===== src/rtl/decode_stage_pipelined_pkg.sv =====
// Shared definitions for the decode stage: control-bundle bit positions,
// instruction field layout and the opcode/funct constants of the control unit.
package decode_stage_pipelined_pkg;

  localparam int unsigned INSTR_W = 32;

  // Control bundle bit positions; bits above CTRL_USES_RT are carried opaquely
  localparam int unsigned CTRL_REG_WRITE = 0;
  localparam int unsigned CTRL_MEM_READ  = 1;
  localparam int unsigned CTRL_BRANCH    = 2;
  localparam int unsigned CTRL_BRANCH_NE = 3;
  localparam int unsigned CTRL_LAMUX     = 4;
  localparam int unsigned CTRL_USES_RT   = 5;
  localparam int unsigned CTRL_KNOWN_W   = 6;

  // Primary opcodes
  localparam logic [5:0] OP_RTYPE = 6'h00;
  localparam logic [5:0] OP_BEQ   = 6'h04;
  localparam logic [5:0] OP_BNE   = 6'h05;
  localparam logic [5:0] OP_ADDI  = 6'h08;
  localparam logic [5:0] OP_ANDI  = 6'h0C;
  localparam logic [5:0] OP_ORI   = 6'h0D;
  localparam logic [5:0] OP_LW    = 6'h23;
  localparam logic [5:0] OP_SW    = 6'h2B;

  // R-type function codes
  localparam logic [5:0] FUNCT_ADD = 6'h20;
  localparam logic [5:0] FUNCT_SUB = 6'h22;
  localparam logic [5:0] FUNCT_AND = 6'h24;
  localparam logic [5:0] FUNCT_OR  = 6'h25;
  localparam logic [5:0] FUNCT_SLT = 6'h2A;

  // Instruction word split into R-type fields; I-type immediate is {rd, shamt, funct}
  typedef struct packed {
    logic [5:0] opcode;
    logic [4:0] rs;
    logic [4:0] rt;
    logic [4:0] rd;
    logic [4:0] shamt;
    logic [5:0] funct;
  } instrFields_t;

  // Reassemble the 16-bit immediate from the R-type view of the word
  function automatic logic [15:0] imm16(input instrFields_t iw);
    return {iw.rd, iw.shamt, iw.funct};
  endfunction

endpackage


===== src/rtl/decode_stage_pipelined_if.sv =====
// Bus between the IF/ID register, WB/EX-MEM feedback paths and the decode stage.
interface decode_stage_pipelined_if
  import decode_stage_pipelined_pkg::*;
#(
  parameter int unsigned XLEN   = 32,
  parameter int unsigned RA     = 5,
  parameter int unsigned CTRL_W = 16,
  parameter int unsigned CNT_W  = 16
) ();

  // IF/ID side
  logic                in_valid;
  logic                in_ready;
  logic [INSTR_W-1:0]  Instruction;
  logic [XLEN-1:0]     pc_plus4;
  logic [CTRL_W-1:0]   ctrl_in;

  // WB write port
  logic                wb_we;
  logic [RA-1:0]       wb_addr;
  logic [XLEN-1:0]     wb_data;

  // EX/MEM forwarding source
  logic                exmem_we;
  logic [RA-1:0]       exmem_addr;
  logic [XLEN-1:0]     exmem_data;
  logic                exmem_is_load;

  // ID/EX side
  logic                out_valid;
  logic                out_ready;
  logic [CTRL_W-1:0]   out_ctrl;
  logic [XLEN-1:0]     out_rs_data;
  logic [XLEN-1:0]     out_rt_data;
  logic [XLEN-1:0]     out_imm;
  logic [RA-1:0]       out_rs;
  logic [RA-1:0]       out_rt;
  logic [RA-1:0]       out_rd;

  // Branch resolution and statistics
  logic                branch_taken;
  logic [XLEN-1:0]     branch_target;
  logic [CNT_W-1:0]    stall_count;

  // Environment around the decode stage
  modport master (
    output in_valid, Instruction, pc_plus4, ctrl_in,
           wb_we, wb_addr, wb_data,
           exmem_we, exmem_addr, exmem_data, exmem_is_load,
           out_ready,
    input  in_ready, out_valid, out_ctrl, out_rs_data, out_rt_data, out_imm,
           out_rs, out_rt, out_rd, branch_taken, branch_target, stall_count
  );

  // Decode stage itself
  modport slave (
    input  in_valid, Instruction, pc_plus4, ctrl_in,
           wb_we, wb_addr, wb_data,
           exmem_we, exmem_addr, exmem_data, exmem_is_load,
           out_ready,
    output in_ready, out_valid, out_ctrl, out_rs_data, out_rt_data, out_imm,
           out_rs, out_rt, out_rd, branch_taken, branch_target, stall_count
  );

endinterface


===== src/rtl/decode_regfile.sv =====
// Register file with two read ports, one write port, r0 hardwired to zero
// and write-through so a same-cycle read of the WB address sees the new data.
module decode_regfile
  import decode_stage_pipelined_pkg::*;
#(
  parameter int unsigned XLEN = 32,
  parameter int unsigned RA   = 5
) (
  input  logic            Clock,
  input  logic            Reset,
  input  logic            wrEn,
  input  logic [RA-1:0]   wrAddr,
  input  logic [XLEN-1:0] wrData,
  input  logic [RA-1:0]   rdAddrA,
  output logic [XLEN-1:0] rdDataA,
  input  logic [RA-1:0]   rdAddrB,
  output logic [XLEN-1:0] rdDataB
);

  localparam int unsigned DEPTH = 1 << RA;

  logic [XLEN-1:0] mem [DEPTH];

  // Read with r0 forced to zero and write-through from the WB port
  function automatic logic [XLEN-1:0] readPort(
    input logic [RA-1:0]   addr,
    input logic [XLEN-1:0] stored,
    input logic            we,
    input logic [RA-1:0]   wa,
    input logic [XLEN-1:0] wd
  );
    if (addr == '0)             return '0;
    else if (we && (wa == addr)) return wd;
    else                        return stored;
  endfunction

  // Storage: cleared on reset, r0 never written
  always_ff @(posedge Clock or negedge Reset) begin
    if (!Reset) begin
      for (int unsigned i = 0; i < DEPTH; i++) begin
        mem[i] <= '0;
      end
    end else if (wrEn && (wrAddr != '0)) begin
      mem[wrAddr] <= wrData;
    end
  end

  // Both read ports
  always_comb begin
    rdDataA = readPort(rdAddrA, mem[rdAddrA], wrEn, wrAddr, wrData);
    rdDataB = readPort(rdAddrB, mem[rdAddrB], wrEn, wrAddr, wrData);
  end

endmodule


===== src/rtl/decode_stage_pipelined.sv =====
// ID stage: register read with EX/MEM and WB forwarding, hazard detection,
// branch resolution in ID and the ID/EX register behind a valid/ready handshake.
module decode_stage_pipelined
  import decode_stage_pipelined_pkg::*;
#(
  parameter int unsigned XLEN   = 32,
  parameter int unsigned RA     = 5,
  parameter int unsigned CTRL_W = 16,
  parameter int unsigned CNT_W  = 16
) (
  input  logic                  Clock,
  input  logic                  Reset,
  decode_stage_pipelined_if.slave bus
);

  // Instruction fields
  instrFields_t    iw;
  logic [5:0]      unusedOpcode;
  logic [RA-1:0]   rs;
  logic [RA-1:0]   rt;
  logic [RA-1:0]   rd;
  logic [15:0]     immRaw;

  assign iw           = bus.Instruction;
  assign unusedOpcode = iw.opcode;
  assign rs           = RA'(iw.rs);
  assign rt           = RA'(iw.rt);
  assign rd           = RA'(iw.rd);
  assign immRaw       = imm16(iw);

  // Decoded control bits of the incoming instruction
  logic isBranch;
  logic isBranchNe;
  logic lamux;
  logic usesRt;

  assign isBranch   = bus.ctrl_in[CTRL_BRANCH];
  assign isBranchNe = bus.ctrl_in[CTRL_BRANCH_NE];
  assign lamux      = bus.ctrl_in[CTRL_LAMUX];
  assign usesRt     = bus.ctrl_in[CTRL_USES_RT];

  // ID/EX register state
  logic              validQ;
  logic [CTRL_W-1:0] ctrlQ;
  logic [XLEN-1:0]   rsDataQ;
  logic [XLEN-1:0]   rtDataQ;
  logic [XLEN-1:0]   immQ;
  logic [RA-1:0]     rsQ;
  logic [RA-1:0]     rtQ;
  logic [RA-1:0]     rdQ;
  logic              branchTakenQ;
  logic [XLEN-1:0]   branchTargetQ;
  logic [CNT_W-1:0]  stallCountQ;

  // Register file
  logic [XLEN-1:0] rfRs;
  logic [XLEN-1:0] rfRt;

  decode_regfile #(
    .XLEN (XLEN),
    .RA   (RA)
  ) u_regfile (
    .Clock   (Clock),
    .Reset   (Reset),
    .wrEn    (bus.wb_we),
    .wrAddr  (bus.wb_addr),
    .wrData  (bus.wb_data),
    .rdAddrA (rs),
    .rdDataA (rfRs),
    .rdAddrB (rt),
    .rdDataB (rfRt)
  );

  // Operand priority: r0, then EX/MEM, then WB, then the register file
  function automatic logic [XLEN-1:0] pickOperand(
    input logic [RA-1:0]   addr,
    input logic [XLEN-1:0] rfVal,
    input logic            exWe,
    input logic [RA-1:0]   exAddr,
    input logic [XLEN-1:0] exData,
    input logic            wbWe,
    input logic [RA-1:0]   wbAddr,
    input logic [XLEN-1:0] wbData
  );
    if (addr == '0)                  return '0;
    else if (exWe && (exAddr == addr)) return exData;
    else if (wbWe && (wbAddr == addr)) return wbData;
    else                             return rfVal;
  endfunction

  logic [XLEN-1:0] rsVal;
  logic [XLEN-1:0] rtVal;
  logic [XLEN-1:0] immExt;
  logic [XLEN-1:0] target;

  // Forwarded operands, extended immediate and branch target
  always_comb begin
    rsVal  = pickOperand(rs, rfRs, bus.exmem_we, bus.exmem_addr, bus.exmem_data,
                         bus.wb_we, bus.wb_addr, bus.wb_data);
    rtVal  = pickOperand(rt, rfRt, bus.exmem_we, bus.exmem_addr, bus.exmem_data,
                         bus.wb_we, bus.wb_addr, bus.wb_data);
    immExt = lamux ? {{(XLEN-16){1'b0}}, immRaw} : {{(XLEN-16){immRaw[15]}}, immRaw};
    target = bus.pc_plus4 + (immExt << 2);
  end

  logic loadUse;
  logic branchEx;
  logic branchLoad;
  logic hazard;
  logic accept;
  logic takenNow;

  // Hazard detection; ID/EX does not carry RegDst, so rt and a nonzero rd are both treated as destinations
  always_comb begin
    loadUse    = validQ && ctrlQ[CTRL_MEM_READ] && (rtQ != '0) &&
                 ((rtQ == rs) || (usesRt && (rtQ == rt)));
    branchEx   = isBranch && validQ && ctrlQ[CTRL_REG_WRITE] &&
                 ((rtQ == rs) || (rtQ == rt) ||
                  ((rdQ != '0) && ((rdQ == rs) || (rdQ == rt))));
    branchLoad = isBranch && bus.exmem_is_load && (bus.exmem_addr != '0) &&
                 ((bus.exmem_addr == rs) || (bus.exmem_addr == rt));
    hazard     = bus.in_valid && (loadUse || branchEx || branchLoad);
    bus.in_ready = !hazard && (!validQ || bus.out_ready);
    accept     = bus.in_valid && bus.in_ready;
    takenNow   = (rsVal == rtVal) ^ isBranchNe;
  end

  // ID/EX register: load on accept, bubble when drained or stalled empty, else hold
  always_ff @(posedge Clock or negedge Reset) begin
    if (!Reset) begin
      validQ  <= 1'b0;
      ctrlQ   <= '0;
      rsDataQ <= '0;
      rtDataQ <= '0;
      immQ    <= '0;
      rsQ     <= '0;
      rtQ     <= '0;
      rdQ     <= '0;
    end else if (accept) begin
      validQ  <= 1'b1;
      ctrlQ   <= bus.ctrl_in;
      rsDataQ <= rsVal;
      rtDataQ <= rtVal;
      immQ    <= immExt;
      rsQ     <= rs;
      rtQ     <= rt;
      rdQ     <= rd;
    end else if (bus.out_ready || (hazard && !validQ)) begin
      validQ  <= 1'b0;
      ctrlQ   <= '0;
    end
  end

  // Branch resolution: one-cycle taken pulse, target captured with the branch
  always_ff @(posedge Clock or negedge Reset) begin
    if (!Reset) begin
      branchTakenQ  <= 1'b0;
      branchTargetQ <= '0;
    end else begin
      branchTakenQ <= accept && isBranch && takenNow;
      if (accept && isBranch) begin
        branchTargetQ <= target;
      end
    end
  end

  // Saturating count of cycles lost to hazards
  always_ff @(posedge Clock or negedge Reset) begin
    if (!Reset) begin
      stallCountQ <= '0;
    end else if (hazard && (stallCountQ != '1)) begin
      stallCountQ <= stallCountQ + CNT_W'(1);
    end
  end

  assign bus.out_valid     = validQ;
  assign bus.out_ctrl      = ctrlQ;
  assign bus.out_rs_data   = rsDataQ;
  assign bus.out_rt_data   = rtDataQ;
  assign bus.out_imm       = immQ;
  assign bus.out_rs        = rsQ;
  assign bus.out_rt        = rtQ;
  assign bus.out_rd        = rdQ;
  assign bus.branch_taken  = branchTakenQ;
  assign bus.branch_target = branchTargetQ;
  assign bus.stall_count   = stallCountQ;

endmodule


===== src/flat_wrapper.sv =====
// flat-port wrapper written by rule: the top's interface ports become plain ports
module decode_stage_pipelined_flat import decode_stage_pipelined_pkg::*;
#(
  parameter int unsigned XLEN   = 32,
  parameter int unsigned RA     = 5,
  parameter int unsigned CTRL_W = 16,
  parameter int unsigned CNT_W  = 16
)
  (Clock, Reset, bus_in_valid, bus_Instruction, bus_pc_plus4, bus_ctrl_in, bus_wb_we, bus_wb_addr, bus_wb_data, bus_exmem_we, bus_exmem_addr, bus_exmem_data, bus_exmem_is_load, bus_out_ready, bus_in_ready, bus_out_valid, bus_out_ctrl, bus_out_rs_data, bus_out_rt_data, bus_out_imm, bus_out_rs, bus_out_rt, bus_out_rd, bus_branch_taken, bus_branch_target, bus_stall_count);
  decode_stage_pipelined_if #(.XLEN(XLEN), .RA(RA), .CTRL_W(CTRL_W), .CNT_W(CNT_W)) bus_i ();
  input  logic Clock;
  input  logic Reset;
  input wire logic [$bits(bus_i.in_valid)-1:0] bus_in_valid;
  input wire logic [$bits(bus_i.Instruction)-1:0] bus_Instruction;
  input wire logic [$bits(bus_i.pc_plus4)-1:0] bus_pc_plus4;
  input wire logic [$bits(bus_i.ctrl_in)-1:0] bus_ctrl_in;
  input wire logic [$bits(bus_i.wb_we)-1:0] bus_wb_we;
  input wire logic [$bits(bus_i.wb_addr)-1:0] bus_wb_addr;
  input wire logic [$bits(bus_i.wb_data)-1:0] bus_wb_data;
  input wire logic [$bits(bus_i.exmem_we)-1:0] bus_exmem_we;
  input wire logic [$bits(bus_i.exmem_addr)-1:0] bus_exmem_addr;
  input wire logic [$bits(bus_i.exmem_data)-1:0] bus_exmem_data;
  input wire logic [$bits(bus_i.exmem_is_load)-1:0] bus_exmem_is_load;
  input wire logic [$bits(bus_i.out_ready)-1:0] bus_out_ready;
  output wire logic [$bits(bus_i.in_ready)-1:0] bus_in_ready;
  output wire logic [$bits(bus_i.out_valid)-1:0] bus_out_valid;
  output wire logic [$bits(bus_i.out_ctrl)-1:0] bus_out_ctrl;
  output wire logic [$bits(bus_i.out_rs_data)-1:0] bus_out_rs_data;
  output wire logic [$bits(bus_i.out_rt_data)-1:0] bus_out_rt_data;
  output wire logic [$bits(bus_i.out_imm)-1:0] bus_out_imm;
  output wire logic [$bits(bus_i.out_rs)-1:0] bus_out_rs;
  output wire logic [$bits(bus_i.out_rt)-1:0] bus_out_rt;
  output wire logic [$bits(bus_i.out_rd)-1:0] bus_out_rd;
  output wire logic [$bits(bus_i.branch_taken)-1:0] bus_branch_taken;
  output wire logic [$bits(bus_i.branch_target)-1:0] bus_branch_target;
  output wire logic [$bits(bus_i.stall_count)-1:0] bus_stall_count;
  assign bus_i.in_valid = bus_in_valid;
  assign bus_i.Instruction = bus_Instruction;
  assign bus_i.pc_plus4 = bus_pc_plus4;
  assign bus_i.ctrl_in = bus_ctrl_in;
  assign bus_i.wb_we = bus_wb_we;
  assign bus_i.wb_addr = bus_wb_addr;
  assign bus_i.wb_data = bus_wb_data;
  assign bus_i.exmem_we = bus_exmem_we;
  assign bus_i.exmem_addr = bus_exmem_addr;
  assign bus_i.exmem_data = bus_exmem_data;
  assign bus_i.exmem_is_load = bus_exmem_is_load;
  assign bus_i.out_ready = bus_out_ready;
  assign bus_in_ready = bus_i.in_ready;
  assign bus_out_valid = bus_i.out_valid;
  assign bus_out_ctrl = bus_i.out_ctrl;
  assign bus_out_rs_data = bus_i.out_rs_data;
  assign bus_out_rt_data = bus_i.out_rt_data;
  assign bus_out_imm = bus_i.out_imm;
  assign bus_out_rs = bus_i.out_rs;
  assign bus_out_rt = bus_i.out_rt;
  assign bus_out_rd = bus_i.out_rd;
  assign bus_branch_taken = bus_i.branch_taken;
  assign bus_branch_target = bus_i.branch_target;
  assign bus_stall_count = bus_i.stall_count;
  decode_stage_pipelined #(.XLEN(XLEN), .RA(RA), .CTRL_W(CTRL_W), .CNT_W(CNT_W)) u_core (.Clock(Clock), .Reset(Reset), .bus(bus_i));
endmodule

===== config.mk =====
export PLATFORM = sky130hd
export DESIGN_NAME = decode_stage_pipelined_flat
export DESIGN_NICKNAME = d
export VERILOG_FILES = /design/src/rtl/decode_stage_pipelined_pkg.sv /design/src/rtl/decode_stage_pipelined_if.sv /design/src/rtl/decode_regfile.sv /design/src/rtl/decode_stage_pipelined.sv /design/src/flat_wrapper.sv
export SDC_FILE = /design/constraint.sdc
export NUM_CORES = 2
export LEC_CHECK = 0
export CAP_MARGIN = 0
export CORE_MARGIN = 5
export CORE_UTILIZATION = 51
export CTS_BUF_LIST = sky130_fd_sc_hd__clkbuf_16
export DETAILED_ROUTE_END_ITERATION = 12
export GPL_TIMING_DRIVEN = 1
export PLACE_DENSITY_LB_ADDON = 0.1
export SYNTH_ARGS = -nofsm -noshare
export SYNTH_HDL_FRONTEND = slang
export SYNTH_SLANG_ARGS = --single-unit

===== constraint.sdc =====
create_clock -name Clock -period 7 [get_ports Clock]
set_input_delay 1.4 -clock Clock [delete_from_list [all_inputs] [get_ports Clock]]
set_output_delay 1.4 -clock Clock [all_outputs]
set_load 0.1 [all_outputs]

==> run_results.csv <==
group,metric,value,unit
routing,num_vias,46400,
sta,fmax,180,MHz
sta,slew_violations,2,
floorplanning,core,0.125,mm^2
cts,cts_resized,0,
cts,post_cts_buffers,0,
logic_synthesis,synth_edf_count,0,
cells_and_area,stdcell_area,0.0735,mm^2
global_routing,grt_start_max_net_pins,155,
sta,fin_crit_sh,79.4,%
sta,rsz0062_at_grt,"no",
worst_setup_path,crit_path_start_kind,"input pin",
logic_synthesis,syn_nets,4987,
power,pwr-share-comb,28.7,%
cts,cts-root-buf,"clkbuf_16",
worst_setup_path,critPathKind,"input pin to flip-flop",
floorplanning,die_area,0.133,mm^2
logic_synthesis,netlist_instances,4795,
cts,numCtsBuffers,136,
floorplanning,die_h,364,um
global_routing,grt_pass1_vias,45800,
power,clkPwrFrac,31.2,%
floorplanning,start_util,51.2,%
logic_synthesis,netlist_area,0.0640,mm^2
min_path,hp-class,"flip-flop to flip-flop",
logic_synthesis,synth_ff_type,"dfrtp_1",
worst_setup_path,worstPathRequired,7690,ps
outcome,status,"finished, violations left",
routing,antenna_left,0,
outcome,failed_checks,"capacitance limit, slew limit",
worst_setup_path,crit_arrival,6250,ps
logic_synthesis,syn_avg_cell_area,13.3,um^2
routing,wl_met2,105000,um
place,place.gp.congestion,0.968,
routing,top_layer,"met5",
cells_and_area,multi_input_area,0.0322,mm^2
power,seq_power_share,40.1,%
cts,cts_tree,"done",
sta,hold_viol,0,
job,maxCapViolCount,1,
cells_and_area,seqCellArea,0.0296,mm^2
sta,worst_slew_pin_slew,1500,ps
routing,routedWlPerCell,35.8,um
logic_synthesis,synthArstFlopShare,100,%
cts,cts_max_level,4,
cts,cts_hold_buffers,0,
cts,path_clk_slew,60,ps
routing,drc,0,
cts,cts_buffer_depth,3,
routing,m1WireLength,97900,um
sta,setup_violations,0,
power,switchingPower,7.81,mW
floorplanning,io-pin-count,339,
cells_and_area,drive_above_1_share,36.7,%
routing,drt_iter0_drc,6019,
routing,finalWirelength,242000,um
power,p_int,14.9,mW
sta,finalSetupTns,0,ps
global_routing,gr-total-overflow,0,
cts,cts_sinks,1181,
worst_setup_path,path_max_fanout,13,
global_routing,grt_first_pass_wirelength,344000,um
worst_setup_path,endpoint_kind,"flip-flop",
logic_synthesis,synth-seq-area-share,46.2,%
cts,clk_latency,790,ps
logic_synthesis,yosys_warnings,0,
logic_synthesis,ys_ff_latch,1181,
sta,slew_headroom,-0.696,%
cells_and_area,fillers,10200,
sta,fin_skew,32.3,ps
cells_and_area,nets,5190,
power,power_density,309,mW/mm^2
sta,period_minus_slack,5560,ps
routing,via_per_inst,6.87,
routing,wl_met3,27000,um
floorplanning,die_w,364,um
power,power_leakage,31.8,nW
floorplanning,rows,130,
power,peakVddDrop,0.293,mV
global_routing,antenna_found_initial,20,
global_routing,track_usage,36.3,%
place,dp_hpwl,161000,um
place,placed_area,0.0691,mm^2
routing,first_pass_iters,6,
place,io_buffers,332,
cells_and_area,areaGrowthSynthToFinish,14.8,%
power,p_sw_share,34.4,%
logic_synthesis,synth.distinct_cells,83,
-- routing by layer --
layer	GRT usage (%)	vias up
met5	0	-
met4	15.5	14
met3	11.1	611
met2	53.0	2645
met1	50.6	24500
li1	-	18700
-- stage by stage --
| step | instances | setup WS (ps) | hold WS (ps) | utilization (%) | power, mW |
|---|---|---|---|---|---|
| floorplan | 4795 | 1530 | 441 | - | 13.6 |
| global placement | 6510 | 887 | 376 | 55.3 | 15.5 |
| detailed placement | 6510 | 847 | 383 | 55.3 | 15.6 |
| CTS | 6751 | 1590 | 397 | 58.7 | 22.7 |
| global route | 6753 | 1410 | 402 | 58.7 | 23.5 |
| finish | 6761 | 1440 | 395 | 58.8 | 22.7 |
-- synthesized netlist by cell type, drive strengths merged, types with 30 or more instances --
library cell	number	area (um^2)
nand3	46	230
a221oi	30	269
xnor2	65	569
nand2	304	1140
clkbuf	288	1080
nor3	32	160
o22ai	42	263
nand4	33	206
a22oi	109	828
buf	193	1270
a22o	35	307
nor2	80	305
dfrtp	1181	29600
xor2	39	342
mux2	976	11000
o21ai	209	1050
a21oi	67	335
ha	30	375
mux2i	242	2420
mux4	424	9550
-- sequential cells by signal, summed over array words and instances, names as in the netlist, 13 cells and up --
register / count
u_core.bus.branch_target: 32
u_core.bus.out_ctrl: 16
u_core.bus.out_imm: 13
u_core.bus.out_rs_data: 32
u_core.bus.out_rt_data: 32
u_core.bus.stall_count: 16
u_core.u_regfile.mem: 1024
-- final cells by class --
class                   instances  share of cell area [%]
repair buffers                546                    7.11
clock buffers                 143                    4.87
flip-flops and latches       1181                    40.2
well taps                    1650                    2.81
inverters                      27                   0.138
multi-input cells            3106                    43.8
clock inverters                98                    1.03
diodes                         10                  0.0341
-- path summary, 6_finish.rpt --
kind | from | depth (start not counted) | slack (ps) | endpoint
setup / recovery | bus_wb_addr[0] | 12 | 1440 | u_core.bus.branch_taken
hold / removal | u_core.u_regfile.mem[1010] | 0 | 400 | u_core.u_regfile.mem[1010]
setup reg to reg | u_core.u_regfile.mem[522] | 10 | 2790 | u_core.bus.branch_taken
hold reg to reg | u_core.u_regfile.mem[1010] | 0 | 400 | u_core.u_regfile.mem[1010]
max in group asynchronous | Reset | 2 | 4860 | u_core.u_regfile.mem[658]
min in group asynchronous | Reset | 1 | 650 | u_core.u_regfile.mem[99]
-- power groups by stage --
stage	Clock [mW]	Sequential, mW	Combinational, mW
global placement	0	9.10	6.38
detailed placement	0	9.19	6.45
floorplan	0	10.3	3.25
global route	7.42	9.27	6.82
finish	7.08	9.12	6.53
CTS	7.15	9.07	6.47
-- cells by family after synthesis --
family	share of synthesized area, %
buffers and inverters	3.83
adder cells (fa/ha/maj)	0.618
AND/OR/NAND/NOR	4.98
XOR/XNOR	1.42
flip-flops	46.2
multiplexers	35.9
AO/OA/AOI/OAI	7.09
-- worst max-delay path: stages --
cell and delay (ps):
clkdlybuf4s50_1 900, xnor2_1 360, nand4_1 120, buf_4 220, or2_2 570, a41oi_1 830
a211oi_1 250, xnor2_1 220, o2111ai_1 130, or4_1 490, nor4_2 490, mux2i_1 240
-- placed cells by master, fill, tap and decap left out, drive strengths merged, types with 32 or more instances in the layout --
cell type,Yosys,routed
dfrtp,1181,1181
mux2,976,976
mux4,424,424
clkdlybuf4s50,0,316
nand2,304,304
mux2i,242,242
buf,193,230
o21ai,209,209
clkbuf,288,143
a22oi,109,109
nor2,80,80
a21oi,67,67
xnor2,65,65
inv,27,58
clkinv,0,53
nand3,46,46
o22ai,42,42
xor2,39,39
a22o,35,35
nand4,33,33
nor3,32,32
Power figures use the tool's default switching activity.
